[config.mk]
export PLATFORM = sky130hd
export DESIGN_NAME = pc_predict_unit
export DESIGN_NICKNAME = d
export VERILOG_FILES = /design/src/rtl/pc_predict_unit.sv
export SDC_FILE = /design/constraint.sdc
export NUM_CORES = 2
export LEC_CHECK = 0
export CELL_PAD_IN_SITES_DETAIL_PLACEMENT = 1
export CELL_PAD_IN_SITES_GLOBAL_PLACEMENT = 1
export CORE_MARGIN = 2
export CORE_UTILIZATION = 47
export DETAILED_ROUTE_END_ITERATION = 8
export HOLD_SLACK_MARGIN = 0.03
export PLACE_DENSITY_LB_ADDON = 0.1
export SYNTH_ARGS = -nofsm -noshare
export SYNTH_HDL_FRONTEND = slang
export SYNTH_SLANG_ARGS = --single-unit
export TNS_END_PERCENT = 20
[constraint.sdc]
create_clock -name clk -period 6.3 [get_ports clk]
set_input_delay 0.945 -clock clk [delete_from_list [all_inputs] [get_ports clk]]
set_output_delay 0.945 -clock clk [all_outputs]
set_load 0.05 [all_outputs]
[src/rtl/pc_predict_unit.sv]
// Fetch-stage PC generator with a direct-mapped BTB of 2-bit saturating
// counters. Holds the fetch PC, predicts taken branches combinationally from
// the current PC, honours stall/redirect from later stages, and trains the
// BTB from resolved control transfers.
module pc_predict_unit #(
   parameter int                ADDR_W    = 32,
   parameter logic [ADDR_W-1:0] RESET_PC  = 'h0000_3000,
   parameter int                BTB_DEPTH = 64
) (
   input  logic              clk,
   input  logic              reset,
   input  logic              stall,
   input  logic              redirect_valid,
   input  logic [ADDR_W-1:0] redirect_pc,
   input  logic              upd_valid,
   input  logic [ADDR_W-1:0] upd_pc,
   input  logic              upd_taken,
   input  logic [ADDR_W-1:0] upd_target,
   output logic [ADDR_W-1:0] pc,
   output logic [ADDR_W-1:0] pc4,
   output logic              pred_taken,
   output logic [ADDR_W-1:0] pred_target
);

   localparam int IDX_W = $clog2(BTB_DEPTH);
   localparam int TAG_W = ADDR_W - IDX_W - 2;
   localparam int TGT_W = ADDR_W - 2;

   // BTB storage; valid/ctr are reset, tag/target are not
   logic             valid_q [BTB_DEPTH];
   logic [1:0]       ctr_q   [BTB_DEPTH];
   logic [TAG_W-1:0] tag_q   [BTB_DEPTH];
   logic [TGT_W-1:0] tgt_q   [BTB_DEPTH];

   logic [ADDR_W-1:0] pc_q, pc_d;

   // Low two bits of every incoming address are don't-care
   logic unused_lsbs;
   assign unused_lsbs = ^{redirect_pc[1:0], upd_pc[1:0], upd_target[1:0]};

   // Lookup on the current PC
   logic [IDX_W-1:0] l_idx;
   logic [TAG_W-1:0] l_tag;
   logic             l_hit;

   assign l_idx       = pc_q[IDX_W+1:2];
   assign l_tag       = pc_q[ADDR_W-1:IDX_W+2];
   assign l_hit       = valid_q[l_idx] && (tag_q[l_idx] == l_tag);
   assign pc          = pc_q;
   assign pc4         = pc_q + ADDR_W'(4);
   assign pred_taken  = l_hit && ctr_q[l_idx][1];
   assign pred_target = l_hit ? {tgt_q[l_idx], 2'b00} : pc4;

   // Training-side lookup on the resolved PC
   logic [IDX_W-1:0] u_idx;
   logic [TAG_W-1:0] u_tag;
   logic             u_hit;
   logic [1:0]       u_ctr;
   logic [1:0]       u_ctr_d;

   assign u_idx = upd_pc[IDX_W+1:2];
   assign u_tag = upd_pc[ADDR_W-1:IDX_W+2];
   assign u_hit = valid_q[u_idx] && (tag_q[u_idx] == u_tag);
   assign u_ctr = ctr_q[u_idx];

   // Saturating counter step for a hit
   always_comb begin
      u_ctr_d = u_ctr;
      if (upd_taken) begin
         if (u_ctr != 2'b11) u_ctr_d = u_ctr + 2'd1;
      end else begin
         if (u_ctr != 2'b00) u_ctr_d = u_ctr - 2'd1;
      end
   end

   // Next-PC select: redirect beats stall, stall beats prediction
   always_comb begin
      pc_d = pc4;
      if (redirect_valid)  pc_d = {redirect_pc[ADDR_W-1:2], 2'b00};
      else if (stall)      pc_d = pc_q;
      else if (pred_taken) pc_d = pred_target;
   end

   // PC register
   always_ff @(posedge clk) begin
      if (reset) pc_q <= RESET_PC;
      else       pc_q <= pc_d;
   end

   // Valid bits and counters: cleared on reset, trained otherwise
   always_ff @(posedge clk) begin
      if (reset) begin
         for (int i = 0; i < BTB_DEPTH; i++) begin
            valid_q[i] <= 1'b0;
            ctr_q[i]   <= 2'b01;
         end
      end else if (upd_valid) begin
         if (u_hit) begin
            ctr_q[u_idx] <= u_ctr_d;
         end else if (upd_taken) begin
            valid_q[u_idx] <= 1'b1;
            ctr_q[u_idx]   <= 2'b10;
         end
      end
   end

   // Tag/target written on any taken training; on a hit the tag is rewritten unchanged
   always_ff @(posedge clk) begin
      if (!reset && upd_valid && upd_taken) begin
         tag_q[u_idx] <= u_tag;
         tgt_q[u_idx] <= upd_target[ADDR_W-1:2];
      end
   end

endmodule

==> flow_summary.json <==
{
  "run_status": "finished, violations left",
  "violations": "setup timing",
  "row_count": 212,
  "gp_congestion": 0.926,
  "finalWorstSetupSlack_ns": -0.285,
  "cp_cell_sequence": "nor2b_1, and3_4, a31o_4, a2111oi_4, and4_1, nor4b_4, buf_4, nand4_1, or4_4, nand3b_1, buf_12, clkbuf_16, mux2_2, buf_12",
  "cts_sinks": 3686,
  "maxCapViolCount": 0,
  "drive_gt1_share_pct": 31.9,
  "die_y_um": 583,
  "ys_ff_latch": 3686,
  "critPathBufInv": 4,
  "synthTopCellsByCount": "edfxtp_1, mux4_2, clkbuf_1",
  "fin_hold_ws_ns": 0.474,
  "power.leakage_nw": 57.3,
  "fp.dieArea_sq_um": 340000,
  "syn_nets": 8221,
  "post-route-util_pct": 55.1,
  "first_pass_iters": 8,
  "drtIter0Drc": 17517,
  "synth.distinct_cells": 77,
  "yosysTopAreaCell": "edfxtp_1",
  "maxSlewHeadroom_pct": 13.5,
  "synth_flop_cell": "edfxtp_1",
  "cp-end-kind": "output pin",
  "slowest_delay_ns": 0.89,
  "post-synth-top-count-cell": "edfxtp_1",
  "min_path_type": "register to register",
  "port_buffers": 192,
  "switching_share_pct": 24.2,
  "routedWlPerCell_um": 47.6,
  "grt_start_max_net_pins": 101,
  "worst-path-max-fanout": 11,
  "syn-instance-count": 8118,
  "finalMaxSlewViolations": 0,
  "clkPwrFrac_pct": 41.1,
  "critPathTopFamily": "simple AND/OR/NAND/NOR gates",
  "internal_power_w": 0.0418,
  "crit_top_cell": "buf_12",
  "period_share_pct": 105,
  "synthTopCellsByArea": "edfxtp_1, mux4_2, mux2i_1, dfxtp_1, mux2_2",
  "grt_overflow": 0,
  "numCtsBuffers": 389,
  "drt-total-wl_um": 643000,
  "tns_ns": -7.83,
  "irDropWorstVdd_v": 0.000264,
  "antenna_left": 0,
  "grt_pass1_wl_um": 857000,
  "ys_seq_area_share_pct": 69.6,
  "clk_pin_slew_ns": 0.06,
  "antenna_found_initial": 66,
  "clock_path_buffers": 4,
  "crit_type": "register to output pin",
  "finalSetupViolCount": 32,
  "tightest_slew_ns": 1.30,
  "vias_per_cell": 7.36,
  "fill_cells": 28876,
  "core_area_sq_um": 334000,
  "area_growth_syn_to_layout_pct": 16.8,
  "dpl.hpwl_um": 370000,
  "root_buffer": "clkbuf_16",
  "cp_slowest_cell": "nor2b_1",
  "yosysTopAreaCellShare_pct": 68.3,
  "synth_edf_count": 3584,
  "synthArstFlopShare_pct": 0,
  "cts_tree": "yes",
  "power.density_nw_per_um2": 300,
  "drc": 0,
  "initial_core_util_pct": 47.2,
  "critical_path_required_ns": 5.35,
  "p_sw_w": 0.0133,
  "grt_usage_pct": 37.3,
  "cp-start-kind": "register",
  "arrival_ns": 5.64,
  "syn_avg_cell_area_sq_um": 19.4,
  "grt_pass1_vias": 97266,
  "p_comb_share_pct": 9.8,
  "power_frac_seq_pct": 49.1,
  "fin_nets": 8854,
  "finalClockSkew_ns": 0.0553,
  "rsz0062_at_grt": "yes",
  "io-pin-count": 199,
  "layout_min_cycle_time_ns": 6.59,
  "vias": 99348,
  "syn_area_sq_um": 158000,
  "yosys_warnings": 0,
  "fmax_mhz": 152,
  "finalHoldViolations": 0,
  "clk_latency_ns": 0.98,
  "h-tree-depth": 5,
  "die_x_um": 583
}
[area by class of cell]
class                   instances  area (sq um)  share of cell area (%)
well taps                    4387          5490                    2.98
clock inverters               205          1890                    1.03
clock buffers                 508         10400                    5.63
diodes                         33          82.6                  0.0449
inverters                      93           377                   0.205
flip-flops and latches       3686        110000                    59.6
repair buffers                892         10500                    5.70
multi-input cells            3689         45600                    24.8
[power groups by stage]
stage          sequential, W  combinational (W)  clock [W]
2_1_floorplan         0.0276            0.00270          0
3_3_place_gp          0.0276            0.00495          0
3_5_place_dp          0.0276            0.00501          0
4_1_cts               0.0271            0.00518     0.0228
5_1_grt               0.0271            0.00549     0.0236
6_report              0.0271            0.00538     0.0227
[state kept, by name, indices dropped and copies added (netlist names), named ones only]
| register | flops |
|---|---|
| tag_q | 1536 |
| valid_q | 64 |
| ctr_q | 128 |
| tgt_q | 1920 |
| pc | 30 |
[cell families (layout without fill, tap and decap cells)]
kind of cell / after synthesis / after routing / synth area share [%]
fa+ha+maj: 1 / 1 / 0.00794
xor+xnor: 69 / 69 / 0.383
flops: 3686 / 3686 / 69.6
other cells: 0 / 33 / 0
compound gates: 1162 / 1162 / 5.52
mux: 1610 / 1610 / 19.6
buf+inv: 743 / 1698 / 2.10
simple gates: 847 / 847 / 2.83
[tightest hold or removal path, cell delays in order, from the launching register on]
cell	delay (ns)
dfxtp_1	0.31
inv_1	0.06
o32ai_1	0.06
[worst paths after layout]
| kind | from | to | slack [ns] | cells after the start |
|---|---|---|---|---|
| worst max-delay path | register | pred_target[27] | -0.29 | 14 |
| worst max register to register | register | register | 1.21 | 15 |
| worst min register to register | valid_q[10] | valid_q[10] | 0.47 | 2 |
| worst min-delay path | valid_q[10] | valid_q[10] | 0.47 | 2 |
[cell usage in the layout, fill, tap and decap left out, drive strengths merged, types with 12 or more instances in the layout]
cell type,instances
clkinv,155
a31oi,18
mux2i,262
and2,18
o22a,18
and3,17
diode,33
clkdlybuf4s50,102
inv,105
nand3b,12
a21oi,130
a22o,40
nor2,181
xor2,25
o221ai,27
xnor2,44
o2bb2ai,13
edfxtp,3584
nand2,268
nor4,82
mux2,191
o22ai,147
nor3,30
nand2b,20
a211oi,19
o21ai,90
a222oi,15
nand3,50
mux4,1157
nor2b,28
o32ai,66
bufinv,27
a221oi,194
nand4,83
buf,773
clkbuf,516
dfxtp,102
o21bai,64
a221o,56
a22oi,192
[layer usage]
layer / track usage [%] / share of wire, % / vias up
li1: - / - / 36050
met1: 51.1 / 37 / 53428
met2: 54.7 / 44 / 8084
met3: 10.1 / 13 / 1758
met4: 20.0 / 6.4 / 28
met5: 0 / 0.047 / -
[through the flow]
| step | power [W] | worst slack, ns | std cells | cell area (sq um) |
|---|---|---|---|---|
| final | 0.0551 | -0.285 | 13493 | 184000 |
| after global routing | 0.0562 | -0.233 | 13467 | 184000 |
| after CTS | 0.0550 | -0.270 | 13425 | 183000 |
| after detailed placement | 0.0326 | -0.429 | 12674 | 170000 |
| after global placement | 0.0325 | -0.349 | 12674 | 170000 |
| after floorplan | 0.0303 | 0.348 | 8118 | 158000 |
[timing repair]
| item | CTS | global route |
|---|---|---|
| hold buffers | 0 | 0 |
| gates resized for setup | 112 | 54 |
| buffers inserted | 27 | 28 |
| endpoints found under the setup margin | 35 | 33 |
| gates cloned | 12 | 8 |
| pin swaps | 8 | 10 |
No activity file was read; power rests on OpenSTA's default activity.
